[src/rtl/draw_pkg.sv]
// rtl/draw_pkg.sv - shared drawing types and default screen geometry
//
// Contents:
//   H_RES_DEFAULT / V_RES_DEFAULT  default visible pixels per line / lines per frame
//   X_W / Y_W                      coordinate widths used on every drawing port
//   draw_state_e                   clear-sweep FSM state type
package draw_pkg;

  localparam int H_RES_DEFAULT = 640;
  localparam int V_RES_DEFAULT = 480;
  localparam int X_W           = 10;
  localparam int Y_W           = 9;

  typedef enum logic [1:0] {
    ST_IDLE  = 2'd0,
    ST_CLEAR = 2'd1,
    ST_DONE  = 2'd2
  } draw_state_e;

endpackage

[src/rtl/clear_sweep.sv]
// rtl/clear_sweep.sv - row-major x/y counter for the full-screen clear sweep
//
// Ports:
//   clk      system clock, rising edge
//   reset_n  asynchronous active-low reset, returns the counter to (0,0)
//   start    high in every cycle the current (x,y) is being issued; advances the counter
//   x, y     coordinate of the pixel issued this cycle
//   last     high when (x,y) is the bottom-right pixel of the screen
module clear_sweep
  import draw_pkg::*;
#(
  parameter int H_RES = H_RES_DEFAULT,
  parameter int V_RES = V_RES_DEFAULT
) (
  input  logic           clk,
  input  logic           reset_n,
  input  logic           start,
  output logic [X_W-1:0] x,
  output logic [Y_W-1:0] y,
  output logic           last
);

  localparam logic [X_W-1:0] X_MAX = X_W'(H_RES - 1);
  localparam logic [Y_W-1:0] Y_MAX = Y_W'(V_RES - 1);

  assign last = (x == X_MAX) && (y == Y_MAX);

  // Wrapping back to (0,0) after the last pixel leaves the counter ready
  // for the next sweep without a separate restart.
  always_ff @(posedge clk or negedge reset_n) begin
    if (!reset_n) begin
      x <= '0;
      y <= '0;
    end else if (start) begin
      if (x == X_MAX) begin
        x <= '0;
        y <= (y == Y_MAX) ? '0 : y + 1'b1;
      end else begin
        x <= x + 1'b1;
      end
    end
  end

endmodule

[src/rtl/draw_arbiter.sv]
// rtl/draw_arbiter.sv - two-requester pixel write arbiter with full-screen clear
//
// Ports:
//   clk, reset_n                 system clock, asynchronous active-low reset
//   clear_req                    request a sweep writing colour 0 to every pixel
//   a_/b_valid, _x, _y, _color   requester pixel write offers
//   a_/b_ready                   combinational accept for each requester
//   wr_en, wr_x, wr_y, wr_color  registered frame-buffer write port
//   busy                         clear sweep in progress
//   cleared                      one-cycle pulse when the sweep has finished
module draw_arbiter
  import draw_pkg::*;
#(
  parameter int H_RES = H_RES_DEFAULT,
  parameter int V_RES = V_RES_DEFAULT,
  parameter int CW    = 8
) (
  input  logic           clk,
  input  logic           reset_n,
  input  logic           clear_req,
  input  logic           a_valid,
  input  logic [X_W-1:0] a_x,
  input  logic [Y_W-1:0] a_y,
  input  logic [CW-1:0]  a_color,
  input  logic           b_valid,
  input  logic [X_W-1:0] b_x,
  input  logic [Y_W-1:0] b_y,
  input  logic [CW-1:0]  b_color,
  output logic           a_ready,
  output logic           b_ready,
  output logic           wr_en,
  output logic [X_W-1:0] wr_x,
  output logic [Y_W-1:0] wr_y,
  output logic [CW-1:0]  wr_color,
  output logic           busy,
  output logic           cleared
);

  localparam logic [X_W:0] X_LIM = (X_W + 1)'(H_RES);
  localparam logic [Y_W:0] Y_LIM = (Y_W + 1)'(V_RES);

  draw_state_e    state;
  draw_state_e    state_nxt;
  logic           prefer_b;
  logic           in_clear;
  logic           can_grant;
  logic           a_in_range;
  logic           b_in_range;
  logic [X_W-1:0] sw_x;
  logic [Y_W-1:0] sw_y;
  logic           sw_last;

  assign in_clear = (state == ST_CLEAR);

  clear_sweep #(
    .H_RES (H_RES),
    .V_RES (V_RES)
  ) u_sweep (
    .clk     (clk),
    .reset_n (reset_n),
    .start   (in_clear),
    .x       (sw_x),
    .y       (sw_y),
    .last    (sw_last)
  );

  always_comb begin
    state_nxt = state;
    case (state)
      ST_IDLE:  if (clear_req) state_nxt = ST_CLEAR;
      ST_CLEAR: if (sw_last)   state_nxt = ST_DONE;
      ST_DONE:  state_nxt = ST_IDLE;
      default:  state_nxt = ST_IDLE;
    endcase
  end

  // A pending clear blocks requesters in the same cycle so the sweep never
  // races a requester write. prefer_b remembers who was served last.
  assign can_grant = (state == ST_IDLE) && !clear_req;
  assign a_ready   = can_grant && a_valid && (!b_valid || !prefer_b);
  assign b_ready   = can_grant && b_valid && (!a_valid ||  prefer_b);

  // Off-screen pixels are still consumed so the requester never stalls on them.
  assign a_in_range = ({1'b0, a_x} < X_LIM) && ({1'b0, a_y} < Y_LIM);
  assign b_in_range = ({1'b0, b_x} < X_LIM) && ({1'b0, b_y} < Y_LIM);

  always_ff @(posedge clk or negedge reset_n) begin
    if (!reset_n) begin
      state    <= ST_IDLE;
      prefer_b <= 1'b0;
      wr_en    <= 1'b0;
      wr_x     <= '0;
      wr_y     <= '0;
      wr_color <= '0;
    end else begin
      state <= state_nxt;
      wr_en <= 1'b0;
      if (in_clear) begin
        wr_en    <= 1'b1;
        wr_x     <= sw_x;
        wr_y     <= sw_y;
        wr_color <= '0;
      end else if (a_ready) begin
        prefer_b <= 1'b1;
        if (a_in_range) begin
          wr_en    <= 1'b1;
          wr_x     <= a_x;
          wr_y     <= a_y;
          wr_color <= a_color;
        end
      end else if (b_ready) begin
        prefer_b <= 1'b0;
        if (b_in_range) begin
          wr_en    <= 1'b1;
          wr_x     <= b_x;
          wr_y     <= b_y;
          wr_color <= b_color;
        end
      end
    end
  end

  assign busy    = (state == ST_CLEAR);
  assign cleared = (state == ST_DONE);

endmodule
[config.mk]
export PLATFORM = sky130hd
export DESIGN_NAME = draw_arbiter
export DESIGN_NICKNAME = d
export VERILOG_FILES = /design/src/rtl/draw_pkg.sv /design/src/rtl/clear_sweep.sv /design/src/rtl/draw_arbiter.sv
export SDC_FILE = /design/constraint.sdc
export NUM_CORES = 1
export LEC_CHECK = 0
export ABC_AREA = 0
export CAP_MARGIN = 20
export CORE_MARGIN = 2
export CORE_UTILIZATION = 45
export CTS_CLUSTER_SIZE = 20
export DETAILED_ROUTE_END_ITERATION = 7
export PLACE_DENSITY_LB_ADDON = 0.25
export REMOVE_ABC_BUFFERS = 1
export SYNTH_ARGS = -nofsm -noshare
export SYNTH_HDL_FRONTEND = slang
export SYNTH_SLANG_ARGS = --single-unit
[constraint.sdc]
create_clock -name clk -period 2.6 [get_ports clk]
set_clock_uncertainty 0.15 [all_clocks]
set_input_delay 0.52 -clock clk [delete_from_list [all_inputs] [get_ports clk]]
set_output_delay 0.52 -clock clk [all_outputs]
set_load 0.05 [all_outputs]
==> metrics <==
Psw 0.2900 mW; Leakage 1.638 nW; Vias per Instance 5.324; post-route ant nets 0; DRT Wirelength 6.598 mm; Synth cell types 44; pin count of the biggest net entering global routing 51; Syn Area/Cell 9.986 µm²; global route overflow 0; status finished clean; power share of the clock group 0.376; setup repair after global routing missed its margin false; dpl hpwl 4.910 mm; Final WS setup 0.09800 ns; R2R Setup Slk 0.51 ns; final non-filler cell total 441; pwr dens 371.2 mW/mm²; Boundary Pins 91; CTS Hold Buffers Added 0; CTS tree done; Worst Setup End Kind primary output; crit path kind input pin to primary output; f_max 399.7 MHz; P_int 1.140 mW; clk sink count 50; Primary FF master, synth dfrtp_1; Root Driver clkbuf_8; Num CTS Buffers 5; post-route minimum period 2.502 ns; Flop pwr share 0.544; r2r startpoint state[0]$_DFFE_PN0P_; via count 2,348; die area 0.006604 mm²; max cap viols 0; initial antenna violation count 0; most common cell after layout, fill and taps aside clkdlybuf4s50_1; filler instances 482; Tot GR Track Use 0.2108; core footprint 0.005851 mm²; H-tree depth 2; die extent in x 81.27 µm; initial core utilization 0.4592; Combinational Power Share 0.080; count of yosys warnings during synthesis 0; multi-input logic area 0.001330 mm²; critical path arrival 1.83 ns; Hold Path Class input pin to asynchronous set/reset pin; worst-path maximum fanout 25; pre-CTS setup slack 0.01601 ns; Syn Std Cell Area 0.002686 mm²; worst vdd ir 0.2165 mV; Max Slew Vio Count 0; Final TNS setup 0 ns; DIE HEIGHT 81.27 µm; fin nets 426; Tot Pwr 1.430 mW; number of flops mapped to enable cells by yosys 0; Area Overhead vs Synth 43.36%; Cell Count Post-Placement 433; # setup viols final 0; setup bufs post-CTS 0; vias in the first global route 2,282; CTS max path bufs 2; sequential cell area 0.001251 mm²; post-route clock period utilization 0.9623; Critical Path RT 1.93 ns; Slew @ Worst Pin 0.6268 ns; GPL Wtd Cong 0.7986; Worst slew margin 0.5821; Worst R2R End wr_y[3]$_DFFE_PN0P_; drt pass-1 iters 6; cell count after synthesis 269; initial drt markers 187; Hold Fails Final Rpt 0; first-pass GRT wire length 10.64 mm; Final Hold Slack 0.1590 ns; Resized Gates After CTS 0; Worst R2R Path Depth 6; post-synthesis sequential area ratio 0.4658; share of cells above drive strength 1 0.1366; # port buffers 90; Worst-Skew Late Latency 0.31 ns; Post-synth ARST share 1.000; CP startpoint kind input pin; DR DRC count 0; diode count 0; commonest cells after routing, fill and taps aside clkdlybuf4s50_1, nand2_1, dfrtp_1, mux2_4, a22oi_1; wire per inst 14.96 µm; FF+latch count, synth 50; clk slew on worst S/H paths 0.08 ns; row cnt 28; sw frac 0.2028
area by class of cell:
class                      count  area share
multi-input combinational    200      0.3454
inverter                       5    0.004873
clock buffer                   5     0.01787
tap                           75     0.02437
timing repair buffer         103      0.2723
sequential                    50      0.3249
clock inverter                 3     0.01040
power by group through the flow:
stage	Clock, mW	Sequential [mW]	Combinational [mW]
detailed placement	0	0.794	0.114
CTS	0.550	0.778	0.116
floorplan	0	0.794	0.00540
global route	0.595	0.778	0.122
finish	0.538	0.778	0.114
global placement	0	0.794	0.115
Yosys cell counts (2+ instances only):
| library cell | n | area share |
|---|---|---|
| and2_1 | 4 | 0.0093 |
| a21oi_1 | 9 | 0.017 |
| buf_6 | 2 | 0.0084 |
| a22o_1 | 2 | 0.0065 |
| a41oi_1 | 7 | 0.023 |
| nor2_1 | 7 | 0.0098 |
| o21ai_0 | 14 | 0.026 |
| nor3_1 | 2 | 0.0037 |
| inv_1 | 4 | 0.0056 |
| a22oi_1 | 15 | 0.042 |
| mux2i_1 | 2 | 0.0075 |
| nor2b_1 | 3 | 0.0070 |
| xnor2_1 | 8 | 0.026 |
| nand4_1 | 5 | 0.012 |
| buf_2 | 6 | 0.011 |
| dfrtp_1 | 50 | 0.47 |
| o31ai_1 | 2 | 0.0056 |
| o21ai_1 | 4 | 0.0075 |
| nand2_1 | 63 | 0.088 |
| buf_4 | 3 | 0.0084 |
| xor2_1 | 2 | 0.0065 |
| nand3_1 | 8 | 0.015 |
| clkbuf_1 | 2 | 0.0028 |
| a221o_1 | 2 | 0.0075 |
| and3_1 | 6 | 0.014 |
| ha_1 | 2 | 0.0093 |
| mux2_4 | 17 | 0.095 |
| nand2b_1 | 2 | 0.0047 |
metrics by stage:
stage / util / instance area, µm²
2_1_floorplan: - / 2600
3_3_place_gp: 0.6396 / 3742
3_5_place_dp: 0.6396 / 3742
4_1_cts: 0.6583 / 3851
5_1_grt: 0.6583 / 3851
6_report: 0.6583 / 3851
registers in the layout (all words and copies together), names as in the netlist:
| signal | count |
|---|---|
| prefer_b | 1 |
| state | 2 |
| u_sweep.x | 10 |
| u_sweep.y | 9 |
| wr_color | 8 |
| wr_en | 1 |
| wr_x | 10 |
| wr_y | 9 |
metal layers:
layer | vias up | global-route usage | routed length (µm)
li1 | 1144 | - | -
met2 | 85 | 0.3418 | 3035
met4 | 0 | 0.06271 | 90
met1 | 1110 | 0.2831 | 3065
met5 | - | 0 | 0
met3 | 9 | 0.04556 | 407
worst max path at each step:
| stage | start | endpoint | cells past startpoint |
|---|---|---|---|
| after floorplan | clear_req | wr_y[3]$_DFFE_PN0P_ | 5 |
| after global placement | clear_req | wr_y[3]$_DFFE_PN0P_ | 7 |
| after detailed placement | clear_req | wr_y[3]$_DFFE_PN0P_ | 7 |
| after CTS | clear_req | a_ready | 5 |
| after global routing | clear_req | a_ready | 5 |
| final | clear_req | a_ready | 5 |
cell families after synthesis:
family | Yosys count | share of synthesized area
simple gates | 109 | 0.1952
buf+inv | 19 | 0.03912
fa+ha+maj | 2 | 0.009314
mux | 20 | 0.1067
compound gates | 59 | 0.1514
flops | 50 | 0.4658
xor+xnor | 10 | 0.03261
critical path, stage by stage:
cell	delay (ns)
clkdlybuf4s50_1	0.46
nor3_4	0.19
and3_1	0.30
buf_12	0.20
buf_12	0.15
(Power assumes the default switching activity.)
